===== src/rtl/fpu_ftoi_pipe.sv =====
// ============================================================================
// Module  : fpu_ftoi_pipe
// Purpose : Two-stage binary32 -> signed int32 converter (truncate toward zero)
//           with valid/ready handshake on both sides. Define FTOI_SAT_EN for
//           saturating overflow results plus an ovf output.
// Revision: 1.0 - initial release
// ============================================================================
`default_nettype none

module fpu_ftoi_pipe #(
   parameter logic [31:0] OVF_VALUE = 32'h80000000
) (
   input  logic        clk,
   input  logic        rst,
   input  logic [31:0] x,
   input  logic        in_valid,
   output logic        in_ready,
   output logic [31:0] y,
   output logic        out_valid,
   input  logic        out_ready
`ifdef FTOI_SAT_EN
   ,
   output logic        ovf
`endif
);

   logic        r_v1;
   logic        r_s1;
   logic [31:0] r_mag1;
   logic        r_ovf1;
   logic        r_v2;
   logic [31:0] r_y;

   logic        w_adv1;
   logic        w_adv2;
   logic        w_s;
   logic [7:0]  w_e;
   logic [22:0] w_m;
   logic [23:0] w_sig;
   logic [7:0]  w_rsh;
   logic [7:0]  w_lsh;
   logic [31:0] w_mag;
   logic        w_ovf;
   logic [31:0] w_r;
   logic [31:0] w_y_next;

   assign w_adv2    = ~r_v2 | out_ready;
   assign w_adv1    = ~r_v1 | w_adv2;
   assign in_ready  = w_adv1;
   assign out_valid = r_v2;
   assign y         = r_y;

   assign w_s   = x[31];
   assign w_e   = x[30:23];
   assign w_m   = x[22:0];
   assign w_sig = {1'b1, w_m};
   assign w_rsh = 8'd150 - w_e;
   assign w_lsh = w_e - 8'd150;

   // Only e==158 with s=1, m=0 (exactly -2^31) is representable at that exponent.
   always_comb begin
      w_mag = 32'd0;
      w_ovf = 1'b0;
      if (w_e < 8'd127) begin
         w_mag = 32'd0;
      end else if (w_e <= 8'd150) begin
         w_mag = {8'd0, w_sig} >> w_rsh;
      end else if (w_e <= 8'd157) begin
         w_mag = {8'd0, w_sig} << w_lsh;
      end else if ((w_e == 8'd158) && w_s && (w_m == 23'd0)) begin
         w_mag = 32'h80000000;
      end else begin
         w_ovf = 1'b1;
      end
   end

   assign w_r = r_s1 ? (~r_mag1 + 32'd1) : r_mag1;

`ifdef FTOI_SAT_EN
   logic w_nan;
   logic r_nan1;
   logic r_ovf;

   assign w_nan    = (w_e == 8'hFF) && (w_m != 23'd0);
   assign w_y_next = r_ovf1 ? ((r_nan1 || !r_s1) ? 32'h7FFFFFFF : 32'h80000000) : w_r;
   assign ovf      = r_ovf;

   always_ff @(posedge clk or posedge rst) begin
      if (rst) begin
         r_nan1 <= 1'b0;
         r_ovf  <= 1'b0;
      end else begin
         if (w_adv1) r_nan1 <= w_nan;
         if (w_adv2) r_ovf  <= r_ovf1;
      end
   end
`else
   assign w_y_next = r_ovf1 ? OVF_VALUE : w_r;
`endif

   always_ff @(posedge clk or posedge rst) begin
      if (rst) begin
         r_v1   <= 1'b0;
         r_s1   <= 1'b0;
         r_mag1 <= 32'd0;
         r_ovf1 <= 1'b0;
         r_v2   <= 1'b0;
         r_y    <= 32'd0;
      end else begin
         if (w_adv1) begin
            r_v1   <= in_valid;
            r_s1   <= w_s;
            r_mag1 <= w_mag;
            r_ovf1 <= w_ovf;
         end
         if (w_adv2) begin
            r_v2 <= r_v1;
            r_y  <= w_y_next;
         end
      end
   end

endmodule

`default_nettype wire


===== config.mk =====
export PLATFORM = sky130hd
export DESIGN_NAME = fpu_ftoi_pipe
export DESIGN_NICKNAME = d
export VERILOG_FILES = /design/src/rtl/fpu_ftoi_pipe.sv
export SDC_FILE = /design/constraint.sdc
export NUM_CORES = 1
export LEC_CHECK = 0
export ABC_AREA = 1
export CAP_MARGIN = 20
export CORE_UTILIZATION = 25
export CTS_CLUSTER_DIAMETER = 150
export DETAILED_ROUTE_END_ITERATION = 7
export PLACE_DENSITY = 0.43
export SYNTH_ARGS = -nofsm -noshare
export SYNTH_HDL_FRONTEND = slang
export SYNTH_SLANG_ARGS = --single-unit

===== constraint.sdc =====
create_clock -name clk -period 5.1 [get_ports clk]
set_input_delay 0.51 -clock clk [delete_from_list [all_inputs] [get_ports clk]]
set_output_delay 0.51 -clock clk [all_outputs]
set_load 0.05 [all_outputs]

**After elaboration in Yosys (flattened, before gate mapping)**

Cells that the tools add are included.

- Output and inout port bits: 34
- Memories kept: 0
- Logic and storage cells: 33
- Memory bits (writable): 0
- Flip-flop bits (word level): 68
- ROM bits: 0
- Bits in latches: 0

- Shift operators: 2
- Divide/modulo/power cells: 0
- Reduce and logical (&&, ||, !) cells: 3
- Add/sub/neg operators: 3
- Multipliers: 0
- Bitwise logic cells: 5
- Muxes and demuxes: 10
- $lt $le $gt $ge: 3
- Equal/unequal tests: 1

Operators with widths:

| operator | count |
|---|---|
| two-way mux 32 bit | 6 |
| adder 32 x 1 -> 32 bit, second input constant | 1 |
| NOT 32 bit | 1 |
| << shifter 24 x 8 -> 32 bit | 1 |
| >> shifter 24 x 8 -> 32 bit | 1 |
| zero test 23 bit | 1 |
| less-or-equal comparator 8 bit, second input constant | 2 |
| == test 8 bit, second input constant | 1 |
| less-than comparator 8 x 7 -> 1 bit, second input constant | 1 |
| subtractor 8 bit, first input constant | 1 |
| subtractor 8 bit, second input constant | 1 |
| two-way mux 1 bit | 4 |
| logical AND 1 bit | 2 |
| NOT 1 bit | 2 |
| OR 1 bit | 2 |

**Longest topological paths before layout**

- Depth after elaboration: 7
- Mapped depth: 20

**Least setup slack after synthesis**

No wires, ideal clock.

- Path type: input to register
- Start: input x[23]
- End: register r_mag1[10]
- Buffers on the path: 4
- Cell stages on the path: 14
- Arrival time: 2.587 ns
- Path slack: 2.354 ns
- Required time: 4.942 ns
- Library setup time: 0.158 ns
- Cells stage by stage: buf_2 inv_2 clkbuf_1 buf_1 ha_1 inv_1 buf_1 nand3_1 nand2_1 nand2_1 a21oi_1 o21ai_0 nand2_1 o21ai_0

- Word-level cells in the longest chain between the ends: 5
- Elaborated cells on any way between the ends: 10
- Those cells by class: 2 x add/sub; 3 x order compare; 2 x shift; 3 x mux

RTL lines:

| element | line | RTL |
|---|---|---|
| start, declared | 15 | `input logic [31:0] x,` |
| subtractor 8 bit | 58 | `assign w_lsh = w_e - 8'd150;` |
| << shifter 24 x 8 -> 32 bit | 69 | `w_mag = {8'd0, w_sig} << w_lsh;` |
| two-way mux 32 bit | 68 | `end else if (w_e <= 8'd157) begin` |
| two-way mux 32 bit | 66 | `end else if (w_e <= 8'd150) begin` |
| two-way mux 32 bit (*) | 64 | `if (w_e < 8'd127) begin` |
| end signal, assigned | 113 | `r_mag1 <= w_mag;` |
| end, declared | 29 | `logic [31:0] r_mag1;` |

Every way passes the cells marked *; elsewhere a longest branch is shown, timed or not.
A chain may end at the register's enable or synchronous reset.

**Final worst setup path**

- Start: input x[24]
- End: register r_mag1[19]

Same word-level chain as after synthesis.

==> flow_summary.yaml <==
synthesis:
  synth-async-reset-ratio: 1.00
  ys_seq_elements: 68
  netlist.area_leader.share: 0.255
  yosys_warnings: 0
  synth.cell_area_um2: 6690
  synth-edff-count: 0
  syn_inst: 1121
  syn_area_per_cell_um2: 5.96
  ys_top_cells_by_area: "dfrtp_1 25%, nand2_1 20%, nand3_1 18%"
  synth_nets: 1165
  synth_cell_type_count: 43
  ys.flop_type: "dfrtp_1"
  synth_seq_area_share: 0.255
  synth_area_leader_cell: "dfrtp_1"
cts:
  cts_tree: "yes"
  h-tree-depth: 3
  cts-buffers-inserted: 9
  root_buffer: "clkbuf_16"
  clockBufferDepth: 2
  cts_resized: 0
  cts_hold_repair.buffers: 0
  cts_sinks: 68
  clock_latency_ns: 0.33
  clk_pin_slew_ns: 0.06
  cts_setup_buffers: 0
placement:
  placed_area_um2: 7610
  gp_congestion: 0.908
  dp_hpwl_mm: 19.9
  port_buffers: 69
  dp_cells: 1475
pwr:
  ir_drop_v: 0.000155
  power_frac_clock: 0.276
  p_int_uw: 1370
  power_frac_comb: 0.447
  p_total_uw: 2420
  switching_share: 0.431
  p_switching_uw: 1040
  seq_power_share: 0.277
  powerDensity_nw_per_um2: 303
  leakagePower_uw: 0.00370
worst_setup_path:
  cp.required_ns: 5.37
  start_kind: "input pin"
  worst_setup_path_end_kind: "flip-flop"
  path_class: "in2reg"
  critPathMaxFanout: 33
  rr_worst_depth: 15
  rr_endpoint: "r_mag1[0]$_DFFE_PP0P_"
  arrival_ns: 3.92
  r2r_slack_ns: 2.17
  rr_startpoint: "out_valid$_DFFE_PP0P_"
floorplan:
  rows: 59
  die_h_um: 166
  die_x_um: 166
  coreArea_um2: 26100
  initial_utilization: 0.256
  ios: 70
  die_area_um2: 27400
timing:
  tns_ns: 0
  grt_setup_unrepaired: "no"
  fmax_mhz: 274
  hold_viol: 0
  fin_crit_sh: 0.715
  finalSetupViolations: 0
  finalCriticalPeriod_ns: 3.65
  finalMaxSlewViolations: 0
  worst_pin_slew_ns: 0.979
  fin_worst_skew_ns: 0.00863
  max_slew_margin: 0.345
layout:
  final_util: 0.305
  nNetsFinal: 1196
  area_growth_pct: 19.1
  finalInstanceArea_um2: 7960
  drive_gt1_frac: 0.0622
  post_layout_nonfiller_instances: 1492
  final_cell_mix: "352 x nand2_1, 236 x nand3_1, 78 x o21ai_0, 72 x inv_1, 69 x clkdlybuf4s50_1"
  layout_commonest_cell: "nand2_1"
  antenna_cells: 0
route:
  drc: 15
  first_pass_iters: 8
  wl_per_cell_um: 17.5
  routed_wirelength_mm: 26.1
  vias: 7705
  detail-route-antenna-nets: 0
  drt_iter0_drc: 803
  avgViaCountPerCell: 5.16
min_path:
  whs_path_depth: 2
  hp-start: "r_v1$_DFFE_PP0P_"
  hold_end: "out_valid$_DFFE_PP0P_"
  hold_class: "reg2reg"
outcome:
  violations: "design-rule violations"
  status: "finished with violations"
run:
  maxCapViolCount: 0
global_route:
  grt_pass1_vias: 7173
  grt_max_degree: 47
  grt_overflow: 0
  antenna_found_initial: 0
  grt_use_total: 0.195
  grt_pass1_wl_mm: 41.0
-- power groups by stage --
stage / Sequential, uW / Clock [uW] / Combinational [uW]
2_1_floorplan: 857 / 0 / 546
3_3_place_gp: 679 / 0 / 1070
3_5_place_dp: 679 / 0 / 1070
4_1_cts: 669 / 685 / 1070
5_1_grt: 681 / 707 / 1190
6_report: 669 / 667 / 1080
-- worst max-delay path: stages --
cell             delay (ns)
clkdlybuf4s50_1        0.50
buf_4                  0.38
clkinv_1               0.11
buf_4                  0.25
ha_1                   0.30
buf_4                  0.22
inv_1                  0.61
nand3_1                0.23
nand3_1                0.18
nand3_1                0.14
o21ai_0                0.30
nand2_1                0.09
nand2_1                0.06
-- worst max path at each step --
stage	from	endpoint	slack (ns)
after CTS	x[25]	r_mag1[5]$_DFFE_PP0P_	1.42
after detailed placement	x[25]	r_mag1[5]$_DFFE_PP0P_	1.09
after floorplan	x[23]	r_mag1[10]$_DFFE_PP0P_	2.35
after global routing	x[24]	r_mag1[10]$_DFFE_PP0P_	1.24
final	x[24]	r_mag1[19]$_DFFE_PP0P_	1.45
after global placement	x[25]	r_mag1[5]$_DFFE_PP0P_	1.06
-- per-layer routing --
metal	GRT usage	part of all wire
met1	0.289	0.49
met2	0.299	0.44
met3	0.0187	0.057
met4	0.0500	0.016
met5	0	0
-- synth_stat cells (2+ instances only) --
master and n:
nor2_1 54, o22ai_1 2, a21oi_1 32, dfrtp_1 68, a32o_1 4, nand2_2 3, buf_4 2, o31ai_1 4
o211ai_1 4, nor2_2 4, or2_2 3, o21ai_1 16, ha_1 8, nor3_1 15, inv_2 6, o21ai_0 78
xor2_1 13, buf_2 16, clkbuf_1 36, buf_1 8, inv_1 73, nand3_2 11, nand3_1 236, nand2_1 352
nor3_2 2, nand4_1 42, a22oi_1 2, nor4_1 6, buf_6 4, a31oi_1 3, clkinv_1 2
-- layout make-up --
type | instances | area, um2
tap | 335 | 419
clock buffer | 9 | 225
inverter | 82 | 310
fill | 3015 | 18200
clock inverter | 7 | 101
timing repair buffer | 88 | 853
multi-input combinational | 903 | 4350
sequential | 68 | 1700
-- through the flow --
step	hold slack, ns	setup slack, ns
floorplan	0.423	2.35
global placement	0.438	1.06
detailed placement	0.442	1.09
CTS	0.455	1.42
global route	0.485	1.24
finish	0.453	1.45
-- state kept, by name, summed over array words and instances (netlist names) --
signal / cells
r_ovf1: 1
out_valid: 1
y: 32
r_v1: 1
r_mag1: 32
r_s1: 1
-- cells by family (layout without fill, tap and decap cells) --
kind of cell | Yosys count | after routing | synth area share
simple gates | 732 | 732 | 0.494
buf+inv | 150 | 186 | 0.0955
compound gates | 150 | 150 | 0.124
fa+ha+maj | 8 | 8 | 0.0150
flops | 68 | 68 | 0.255
xor+xnor | 13 | 13 | 0.0170
(Power assumes the default switching activity.)
